File: src/rtl/tetris_game_ctrl_pkg.sv
// Shared types and constants for the falling-piece sequencer.
// State encoding, piece ids, playfield size and LFSR helpers.
package tetris_game_ctrl_pkg;

  localparam int PF_ROWS = 16;
  localparam int SCORE_CAP = 9999;
  // x^8+x^6+x^5+x^4+1 as a mask over bits [7:0]
  localparam logic [7:0] LFSR_TAPS = 8'hB8;

  typedef enum logic [3:0] {
    ST_IDLE,
    ST_SPAWN,
    ST_CHECK,
    ST_PLAY,
    ST_SETTLE,
    ST_LOCK,
    ST_SETTLE2,
    ST_SCAN,
    ST_GAME_OVER
  } state_t;

  typedef enum logic [2:0] {
    PIECE_I = 3'd0,
    PIECE_O = 3'd1,
    PIECE_J = 3'd2,
    PIECE_L = 3'd3,
    PIECE_S = 3'd4,
    PIECE_Z = 3'd5,
    PIECE_T = 3'd6
  } piece_t;

  function automatic logic [7:0] lfsr_next(
    input logic [7:0] v
  );
    return {v[6:0], ^(v & LFSR_TAPS)};
  endfunction

  function automatic logic [2:0] piece_id(
    input logic [7:0] v
  );
    if (v[2:0] == 3'd7)
      return {1'b0, v[4:3]};
    return v[2:0];
  endfunction

endpackage

File: src/rtl/tetris_game_ctrl_btn_sync.sv
// Two-flop synchronizer for a raw button
// followed by a single-cycle rising-edge pulse.
module btn_sync_edge (
  input  logic clk,
  input  logic rst_n,
  input  logic btn,
  output logic rise
);

  logic [2:0] sh;

  always_ff @(posedge clk or negedge rst_n) begin
    if (!rst_n)
      sh <= '0;
    else
      sh <= {sh[1:0], btn};
  end

  assign rise = sh[1] & ~sh[2];

endmodule

File: src/rtl/tetris_game_ctrl.sv
// Sequencer for one falling piece: turns buttons and gravity
// into one registered command pulse per settle window.
module tetris_game_ctrl
  import tetris_game_ctrl_pkg::*;
#(
  parameter int         ROWS      = PF_ROWS,
  parameter logic [7:0] LFSR_SEED = 8'hA5,
  parameter int         SCORE_MAX = SCORE_CAP
) (
  input  logic                    CLK,
  input  logic                    rst_n,
  input  logic                    left_btn,
  input  logic                    right_btn,
  input  logic                    start_btn,
  input  logic                    fall_tick,
  input  logic                    can_fall,
  input  logic                    spawn_blocked,
  input  logic [ROWS-1:0]         full_rows,
  output logic                    placed,
  output logic [2:0]              new_block_id,
  output logic                    right_button,
  output logic                    left_button,
  output logic                    drop_en,
  output logic                    lock_en,
  output logic                    clear_en,
  output logic [$clog2(ROWS)-1:0] clear_row,
  output logic [13:0]             score,
  output logic                    game_over
);

  localparam int CW = $clog2(ROWS);

  logic left_rise, right_rise, start_rise;

  btn_sync_edge u_left (
    .clk(CLK), .rst_n(rst_n),
    .btn(left_btn), .rise(left_rise)
  );
  btn_sync_edge u_right (
    .clk(CLK), .rst_n(rst_n),
    .btn(right_btn), .rise(right_rise)
  );
  btn_sync_edge u_start (
    .clk(CLK), .rst_n(rst_n),
    .btn(start_btn), .rise(start_rise)
  );

  state_t state, state_nx;
  logic [7:0] lfsr;
  logic pend_tick, pend_right, pend_left;
  logic clr_tick, clr_right, clr_left;
  logic placed_nx, right_nx, left_nx;
  logic drop_nx, lock_nx, clear_nx, go_nx;
  logic [2:0] id_nx;
  logic [CW-1:0] row_nx, bottom_row;
  logic [13:0] score_nx, score_inc;

  // Row ROWS-1 is the bottom, so the last hit wins.
  always_comb begin
    bottom_row = '0;
    for (int i = 0; i < ROWS; i++)
      if (full_rows[i])
        bottom_row = i[CW-1:0];
  end

  assign score_inc = (score < 14'(SCORE_MAX)) ? score + 14'd1 : score;

  always_comb begin
    state_nx  = state;
    placed_nx = 1'b0;
    right_nx  = 1'b0;
    left_nx   = 1'b0;
    drop_nx   = 1'b0;
    lock_nx   = 1'b0;
    clear_nx  = 1'b0;
    id_nx     = new_block_id;
    row_nx    = clear_row;
    score_nx  = score;
    go_nx     = game_over;
    clr_tick  = 1'b0;
    clr_right = 1'b0;
    clr_left  = 1'b0;
    unique case (state)
      ST_IDLE: begin
        if (start_rise) begin
          state_nx = ST_SPAWN;
          score_nx = '0;
        end
      end
      ST_SPAWN: begin
        placed_nx = 1'b1;
        id_nx     = piece_id(lfsr);
        state_nx  = ST_CHECK;
      end
      ST_CHECK: begin
        if (spawn_blocked) begin
          state_nx = ST_GAME_OVER;
          go_nx    = 1'b1;
        end else begin
          state_nx = ST_PLAY;
        end
      end
      ST_PLAY: begin
        if (pend_tick) begin
          clr_tick = 1'b1;
          if (can_fall) begin
            drop_nx  = 1'b1;
            state_nx = ST_SETTLE;
          end else begin
            state_nx = ST_LOCK;
          end
        end else if (pend_right) begin
          clr_right = 1'b1;
          right_nx  = 1'b1;
          state_nx  = ST_SETTLE;
        end else if (pend_left) begin
          clr_left = 1'b1;
          left_nx  = 1'b1;
          state_nx = ST_SETTLE;
        end
      end
      ST_SETTLE: state_nx = ST_PLAY;
      ST_LOCK: begin
        lock_nx  = 1'b1;
        state_nx = ST_SETTLE2;
      end
      ST_SETTLE2: state_nx = ST_SCAN;
      ST_SCAN: begin
        if (full_rows == '0) begin
          state_nx = ST_SPAWN;
        end else begin
          clear_nx = 1'b1;
          row_nx   = bottom_row;
          score_nx = score_inc;
          state_nx = ST_SETTLE2;
        end
      end
      ST_GAME_OVER: begin
        if (start_rise) begin
          go_nx    = 1'b0;
          score_nx = '0;
          state_nx = ST_SPAWN;
        end
      end
      default: state_nx = ST_IDLE;
    endcase
  end

  // A fresh piece never inherits moves queued for the old one.
  logic spawn_entry;
  assign spawn_entry = (state_nx == ST_SPAWN);

  always_ff @(posedge CLK or negedge rst_n) begin
    if (!rst_n) begin
      state        <= ST_IDLE;
      lfsr         <= LFSR_SEED;
      pend_tick    <= 1'b0;
      pend_right   <= 1'b0;
      pend_left    <= 1'b0;
      placed       <= 1'b0;
      new_block_id <= '0;
      right_button <= 1'b0;
      left_button  <= 1'b0;
      drop_en      <= 1'b0;
      lock_en      <= 1'b0;
      clear_en     <= 1'b0;
      clear_row    <= '0;
      score        <= '0;
      game_over    <= 1'b0;
    end else begin
      state        <= state_nx;
      lfsr         <= lfsr_next(lfsr);
      pend_tick    <= !spawn_entry &&
                      (fall_tick || (pend_tick && !clr_tick));
      pend_right   <= !spawn_entry &&
                      (right_rise || (pend_right && !clr_right));
      pend_left    <= !spawn_entry &&
                      (left_rise || (pend_left && !clr_left));
      placed       <= placed_nx;
      new_block_id <= id_nx;
      right_button <= right_nx;
      left_button  <= left_nx;
      drop_en      <= drop_nx;
      lock_en      <= lock_nx;
      clear_en     <= clear_nx;
      clear_row    <= row_nx;
      score        <= score_nx;
      game_over    <= go_nx;
    end
  end

endmodule
File: config.mk
export PLATFORM = sky130hd
export DESIGN_NAME = tetris_game_ctrl
export DESIGN_NICKNAME = d
export VERILOG_FILES = /design/src/rtl/tetris_game_ctrl_pkg.sv /design/src/rtl/tetris_game_ctrl_btn_sync.sv /design/src/rtl/tetris_game_ctrl.sv
export SDC_FILE = /design/constraint.sdc
export NUM_CORES = 1
export LEC_CHECK = 0
export CELL_PAD_IN_SITES_DETAIL_PLACEMENT = 1
export CELL_PAD_IN_SITES_GLOBAL_PLACEMENT = 2
export CORE_MARGIN = 2
export CORE_UTILIZATION = 28
export DETAILED_ROUTE_END_ITERATION = 10
export PLACE_DENSITY = 0.79
export SKIP_LAST_GASP = 1
export SLEW_MARGIN = 40
export SYNTH_ARGS = -nofsm -noshare
export SYNTH_HDL_FRONTEND = slang
export SYNTH_SLANG_ARGS = --single-unit
File: constraint.sdc
create_clock -name CLK -period 2.2 [get_ports CLK]
set_clock_uncertainty 0.2 [all_clocks]
set_input_delay 0.66 -clock CLK [delete_from_list [all_inputs] [get_ports CLK]]
set_output_delay 0.66 -clock CLK [all_outputs]
set_load 0.02 [all_outputs]
==> metrics.yaml, run 1 <==
run_status:
  status: "finished, violations left"
  failed_checks: "negative setup slack"
logic_synthesis:
  synth_edf_count: 0
  syn_area_per_cell_um2: 10.0
  ys_ff_latch: 52
  ys_warn_count: 0
  yosys.area.top_type_share_pct: 51.7
  synthFlopType: "dfrtp_1"
  ys_types: 48
  synth-async-reset-ratio_pct: 100
  syn_inst: 232
  syn_area_um2: 2320
  ys_seq_area_share_pct: 56.2
  synth_top_cells_by_area: "dfrtp_1 (52%), a21oi_1 (4.5%), dfstp_2 (4.5%)"
  synth_top_area_cell: "dfrtp_1"
  synth_nets: 257
detailed_routing:
  drcViolationCount: 0
  num_vias: 2141
  routed_via_density: 4.90
  drtIter0Drc: 55
  firstDrtPassIters: 4
  drt-total-wl_um: 6880
  antenna_left: 0
  wl_per_cell_um: 15.7
worst_setup_path:
  reg2reg_depth: 7
  reg2reg_setup_slack_ns: -0.10
  crit_path_max_fanout: 8
  cp-start-kind: "flip-flop"
  worst-endpoint-required_ns: 2.25
  crit_path_end_kind: "flip-flop"
  arrival_ns: 2.35
  reg2reg_to: "score[10]"
  critical_path_class: "reg -> reg"
  rr_startpoint: "score[4]"
clocking:
  cts_inserted_buffers: 5
  ctsRootBufferMaster: "clkbuf_8"
  cts.sinks: 52
  cts_hold_buf: 0
  cts_tree: "yes"
  cts_buffer_depth: 2
  path_clk_slew_ns: 0.11
  clkLatencyLatePin_ns: 0.32
  cts.htree.levels: 2
power:
  power_density_nw_per_um2: 776
  p_leak_nw: 1.62
  swShare_pct: 35.6
  seqPwrFrac_pct: 43.6
  clkPwrFrac_pct: 22.1
  ir_drop_mv: 0.308
  power_switching_uw: 969
  p_int_mw: 1.76
  pwr-share-comb_pct: 34.3
die:
  io_pins: 52
  core-area_um2: 8130
  die_w_um: 95.1
  die_h_um: 95.1
  fp.dieArea_um2: 9050
  rows: 33
  initial_utilization_pct: 28.6
sta:
  maxClockFrequency_mhz: 435
  hold_viol: 0
  maxSlewHeadroom_pct: 74.6
  setup_ws_ns: -0.100
  post-route-period-util_pct: 105
  setup_violations: 17
  fin_tns_setup_ns: -1.06
  worstMarginPinSlew_ns: 0.379
  min_period_ns: 2.30
  rsz0062_at_grt: "yes"
  final_max_slew_viol_count: 0
global_routing:
  grt_use_total_pct: 16.0
  grt_start_max_net_pins: 53
  grt_pass1_vias: 2339
  antenna_found_initial: 0
  grt_overflow: 0
  grt_pass1_wl_um: 11300
place:
  place_hpwl_um: 4650
  io_buffers: 51
  dpl_cell_area_um2: 3230
  gp_congestion: 0.807
cells_and_area:
  postLayoutCoreUtil_pct: 43.1
  syn_to_final_growth_pct: 51.0
  final_nets: 356
  final_area_um2: 3510
  diodes: 0
  drive_above_1_share_pct: 31.9
flow_run:
  drv_cap: 0
min_path:
  hp-class: "in -> async"
-- power groups by stage --
| stage | combinational [mW] | sequential [mW] | clock (mW) |
|---|---|---|---|
| 3_5_place_dp | 0.912 | 1.20 | 0 |
| 2_1_floorplan | 0.399 | 1.27 | 0 |
| 3_3_place_gp | 0.892 | 1.20 | 0 |
| 5_1_grt | 1.04 | 1.21 | 0.664 |
| 4_1_cts | 0.919 | 1.19 | 0.626 |
| 6_report | 0.934 | 1.19 | 0.602 |
-- placed cells by master, fill, tap and decap left out, types with 4 or more instances in the layout --
cell type	count
dfrtp_1	48
buf_4	41
nor2_1	21
nand2_1	18
a21oi_1	16
clkdlybuf4s50_1	16
dlygate4sd2_1	16
o21ai_1	10
inv_1	9
o21ai_0	8
buf_6	8
nand3_1	7
nor3_1	7
buf_2	7
or3_1	6
a21oi_2	6
or4_4	5
clkbuf_8	5
nand2b_1	4
nor2b_1	4
and3_1	4
o31ai_2	4
dfstp_2	4
-- registers in the layout (all words and copies together), names as in the netlist, 3 cells and up --
signal	count
clear_row	4
state	4
lfsr	8
new_block_id	3
u_start.sh	3
u_right.sh	3
u_left.sh	3
score	14
-- kinds of logic (layout without fill, tap and decap cells) --
group / count (synthesis) / count (layout) / synth area share, %
AOI/OAI and AO/OA: 61 / 63 / 16.0
muxes: 3 / 3 / 1.35
and+or+nand+nor: 95 / 95 / 21.2
DFF: 52 / 52 / 56.2
buffers and inverters: 17 / 115 / 3.61
adders and majority gates: 1 / 1 / 0.538
xor gates and xnor gates: 3 / 3 / 1.13
-- routing by layer --
layer	wire, µm	part of all wire, %	GRT usage (%)
met4	120	1.7	5.92
met5	0	0	0
met3	255	3.7	2.53
met2	3340	48	27.1
met1	3170	46	20.7
-- worst max-delay path, stage by stage, from the launching register on --
cell and delay [ns]:
dfrtp_1 0.41, or4_4 0.55, nor4_4 0.22, buf_4 0.18
buf_6 0.12, o21ai_4 0.08, or3_1 0.32, a21oi_1 0.15
-- timing repair --
item	4_1_cts	5_1_grt
cloned	2	0
buffers inserted	3	4
pin swaps	18	17
resized for setup	83	31
setup endpoints to repair	40	23
-- how the worst max path moves through the flow --
stage / slack [ns] / startpoint / end / depth (start not counted)
floorplan: -0.28 / full_rows[10] / score[13] / 7
global placement: -0.79 / full_rows[13] / state[1] / 8
detailed placement: -0.85 / full_rows[10] / score[5] / 7
CTS: -0.11 / full_rows[11] / score[5] / 7
global route: -0.19 / score[4] / score[10] / 7
finish: -0.10 / score[4] / score[10] / 7
-- synth_stat cells, drive strengths merged (5+ instances only) --
cell   number
nor3        7
inv         9
dfrtp      48
or3         9
o21ai      20
o31ai       5
nand3       8
buf         6
a21oi      22
nor2       25
or4         5
nand2      18
-- area by class of cell --
type | instances | area, µm²
multi-input combinational | 165 | 1100
timing repair buffer | 98 | 837
sequential | 52 | 1310
inverter | 9 | 33.8
clock inverter | 3 | 28.8
clock buffer | 5 | 68.8
fill | 932 | 4620
tap | 105 | 131
-- through the flow --
stage / cells / power [mW] / hold slack, ns / worst slack (ns)
6_report: 437 / 2.72 / 0.105 / -0.100
3_3_place_gp: 421 / 2.09 / 0.134 / -0.790
4_1_cts: 434 / 2.73 / 0.116 / -0.112
2_1_floorplan: 232 / 1.67 / 0.131 / -0.277
3_5_place_dp: 421 / 2.11 / 0.138 / -0.852
5_1_grt: 437 / 2.91 / 0.122 / -0.191
Power figures use the tool's default switching activity.
==> run 2, diff against run 1 <==
--- a/config.mk
+++ b/config.mk
@@ -8,9 +8,9 @@
 export CELL_PAD_IN_SITES_DETAIL_PLACEMENT = 1
 export CELL_PAD_IN_SITES_GLOBAL_PLACEMENT = 2
 export CORE_MARGIN = 2
-export CORE_UTILIZATION = 28
+export CORE_UTILIZATION = 31
 export DETAILED_ROUTE_END_ITERATION = 10
-export PLACE_DENSITY = 0.79
+export PLACE_DENSITY = 0.82
 export SKIP_LAST_GASP = 1
 export SLEW_MARGIN = 40
 export SYNTH_ARGS = -nofsm -noshare
==> constraint.sdc (replaced) <==
create_clock -name CLK -period 2.16 [get_ports CLK]
set_clock_uncertainty 0.2 [all_clocks]
set_input_delay 0.648 -clock CLK [delete_from_list [all_inputs] [get_ports CLK]]
set_output_delay 0.648 -clock CLK [all_outputs]
set_load 0.02 [all_outputs]
==> metrics.yaml, run 2 (synthesis gave the netlist of run 1 again) <==
clocking:
  path_clk_slew_ns: 0.11  # about the same
  cts.sinks: 52  # unchanged
  cts_buffer_depth: 2  # unchanged
  ctsRootBufferMaster: "clkbuf_8"
  cts_tree: "yes"
  cts.htree.levels: 2  # unchanged
  clkLatencyLatePin_ns: 0.31  # about the same
  cts_inserted_buffers: 5  # unchanged
cells_and_area:
  final_cell_mix: "dfrtp_1 (47), buf_4 (40), nor2_1 (20)"
  drive_above_1_share_pct: 29.1  # -2.8 points
  syn_to_final_growth_pct: 48.2
  largest_reg_flops: 14  # unchanged
  regMostFlops: "score"
  fin_cells: 429  # -1.8%
  postLayoutCoreUtil_pct: 47.5  # +4.3 points
  final_common_cell: "dfrtp_1"
  final_nets: 354  # -0.56%
  top_regs: "score: 14 flops, lfsr: 8 flops"
  diodes: 0  # unchanged
die:
  initial_utilization_pct: 32.1  # +3.5 points
  die_w_um: 90.6  # -4.8%
  core-area_um2: 7250  # -11%
  rows: 31  # -6.1%
  io_pins: 52  # unchanged
  fp.dieArea_um2: 8210  # -9.3%
  die_h_um: 90.6  # -4.8%
global_routing:
  grt_overflow: 0  # unchanged
  grt_pass1_wl_um: 11500  # +2.1%
  grt_pass1_vias: 2333  # -0.26%
  grt_start_max_net_pins: 53  # unchanged
  grt_use_total_pct: 17.3  # +1.3 points
  antenna_found_initial: 0  # unchanged
place:
  place_hpwl_um: 4930  # +5.9%
  dpl.cell_count: 417  # -0.95%
  gp_congestion: 0.830  # +2.9%
  io_buffers: 51  # unchanged
detailed_routing:
  wl_met1_um: 3110  # -1.9%
  top_layer_used: "met4"
  drcViolationCount: 0  # unchanged
  drtIter0Drc: 86  # +56%
  firstDrtPassIters: 4  # unchanged
  drt-total-wl_um: 6860  # -0.23%
  routed_via_density: 5.07  # +3.5%
  wl_met3_um: 268  # +5.1%
  antenna_left: 0  # unchanged
  num_vias: 2176  # +1.6%
  wl_met2_um: 3360  # +0.84%
  wl_per_cell_um: 16.0  # +1.6%
power:
  p_leak_nw: 1.67  # +2.9%
  power_density_nw_per_um2: 806  # +3.8%
  ir_drop_mv: 0.305  # -1.1%
worst_setup_path:
  critical_path_class: "in -> reg"
  crit_path_max_fanout: 3  # -5
  worst-endpoint-required_ns: 2.17  # -0.08 ns
  crit_path_end_kind: "flip-flop"
  cp-start-kind: "input pin"
  arrival_ns: 2.31  # -0.04 ns
sta:
  final_max_slew_viol_count: 0  # unchanged
  post-route-period-util_pct: 106
  setup_ws_ns: -0.140  # -0.0395 ns
  maxClockFrequency_mhz: 435
  hold_viol: 0  # unchanged
  rsz0062_at_grt: "yes"
  setup_violations: 15  # -2
  min_period_ns: 2.30
  fin_tns_setup_ns: -1.10  # -0.0392 ns
  worstMarginPinSlew_ns: 0.341  # -0.0381 ns
  maxSlewHeadroom_pct: 77.1  # +2.6 points
flow_run:
  drv_cap: 0  # unchanged
run_status:
  failed_checks: "negative setup slack"
  status: "finished, violations left"
min_path:
  hp-class: "in -> async"
==> run 2: report_power, final <==
part / switching, mW / internal (mW)
Combinational: 0.523 / 0.430
Clock: 0.367 / 0.246
Sequential: 0.0993 / 1.11
==> run 2: worst paths after layout <==
check                              start               to  slack [ns]  depth (start not counted)
min reg2reg                u_start.sh[0]    u_start.sh[1]        0.17                          0
max reg2reg                     score[7]         score[5]       -0.12                          6
max in group asynchronous          rst_n          lfsr[0]        1.37                          2
min                                rst_n  new_block_id[1]        0.10                          2
min in group CLK           u_start.sh[0]    u_start.sh[1]        0.17                          0
max                         full_rows[9]         score[5]       -0.14                          7
==> run 2: layout make-up <==
type	count	area, µm²
clock buffer	5	68.8
clock inverter	3	28.8
timing repair buffer	98	855
sequential	52	1310
fill	829	3810
multi-input combinational	163	1030
inverter	9	33.8
tap	99	124
==> run 2: per-layer routing <==
metal	track usage, %	vias up
li1	-	1025
met1	22.6	1086
met2	29.0	53
met3	2.92	12
met4	5.77	0
met5	0	-
==> run 2: critical path, stage by stage <==
cell and delay, ns:
buf_6 0.09, or4_4 0.53, o41a_1 0.48, buf_6 0.15, o211ai_1 0.17, or3_1 0.18, a21oi_2 0.05
==> run 2: through the flow <==
stage                     hold WS, ns  power, mW  area (µm²)  setup WS, ns
after floorplan                 0.131       1.70        2330        -0.305
after global placement          0.135       2.13        3240        -0.788
after detailed placement        0.143       2.17        3240        -0.887
after CTS                       0.112       2.80        3390        -0.144
after global routing            0.123       2.95        3440        -0.200
final                           0.104       2.78        3440        -0.140
==> run 2: what timing repair did <==
action                                  4_1_cts  5_1_grt
hold buffers                                  0        0
resized for setup                            94       16
gates cloned                                  0        1
pin swaps                                    16        6
endpoints found under the setup margin       40       30
setup buffers                                 2        2
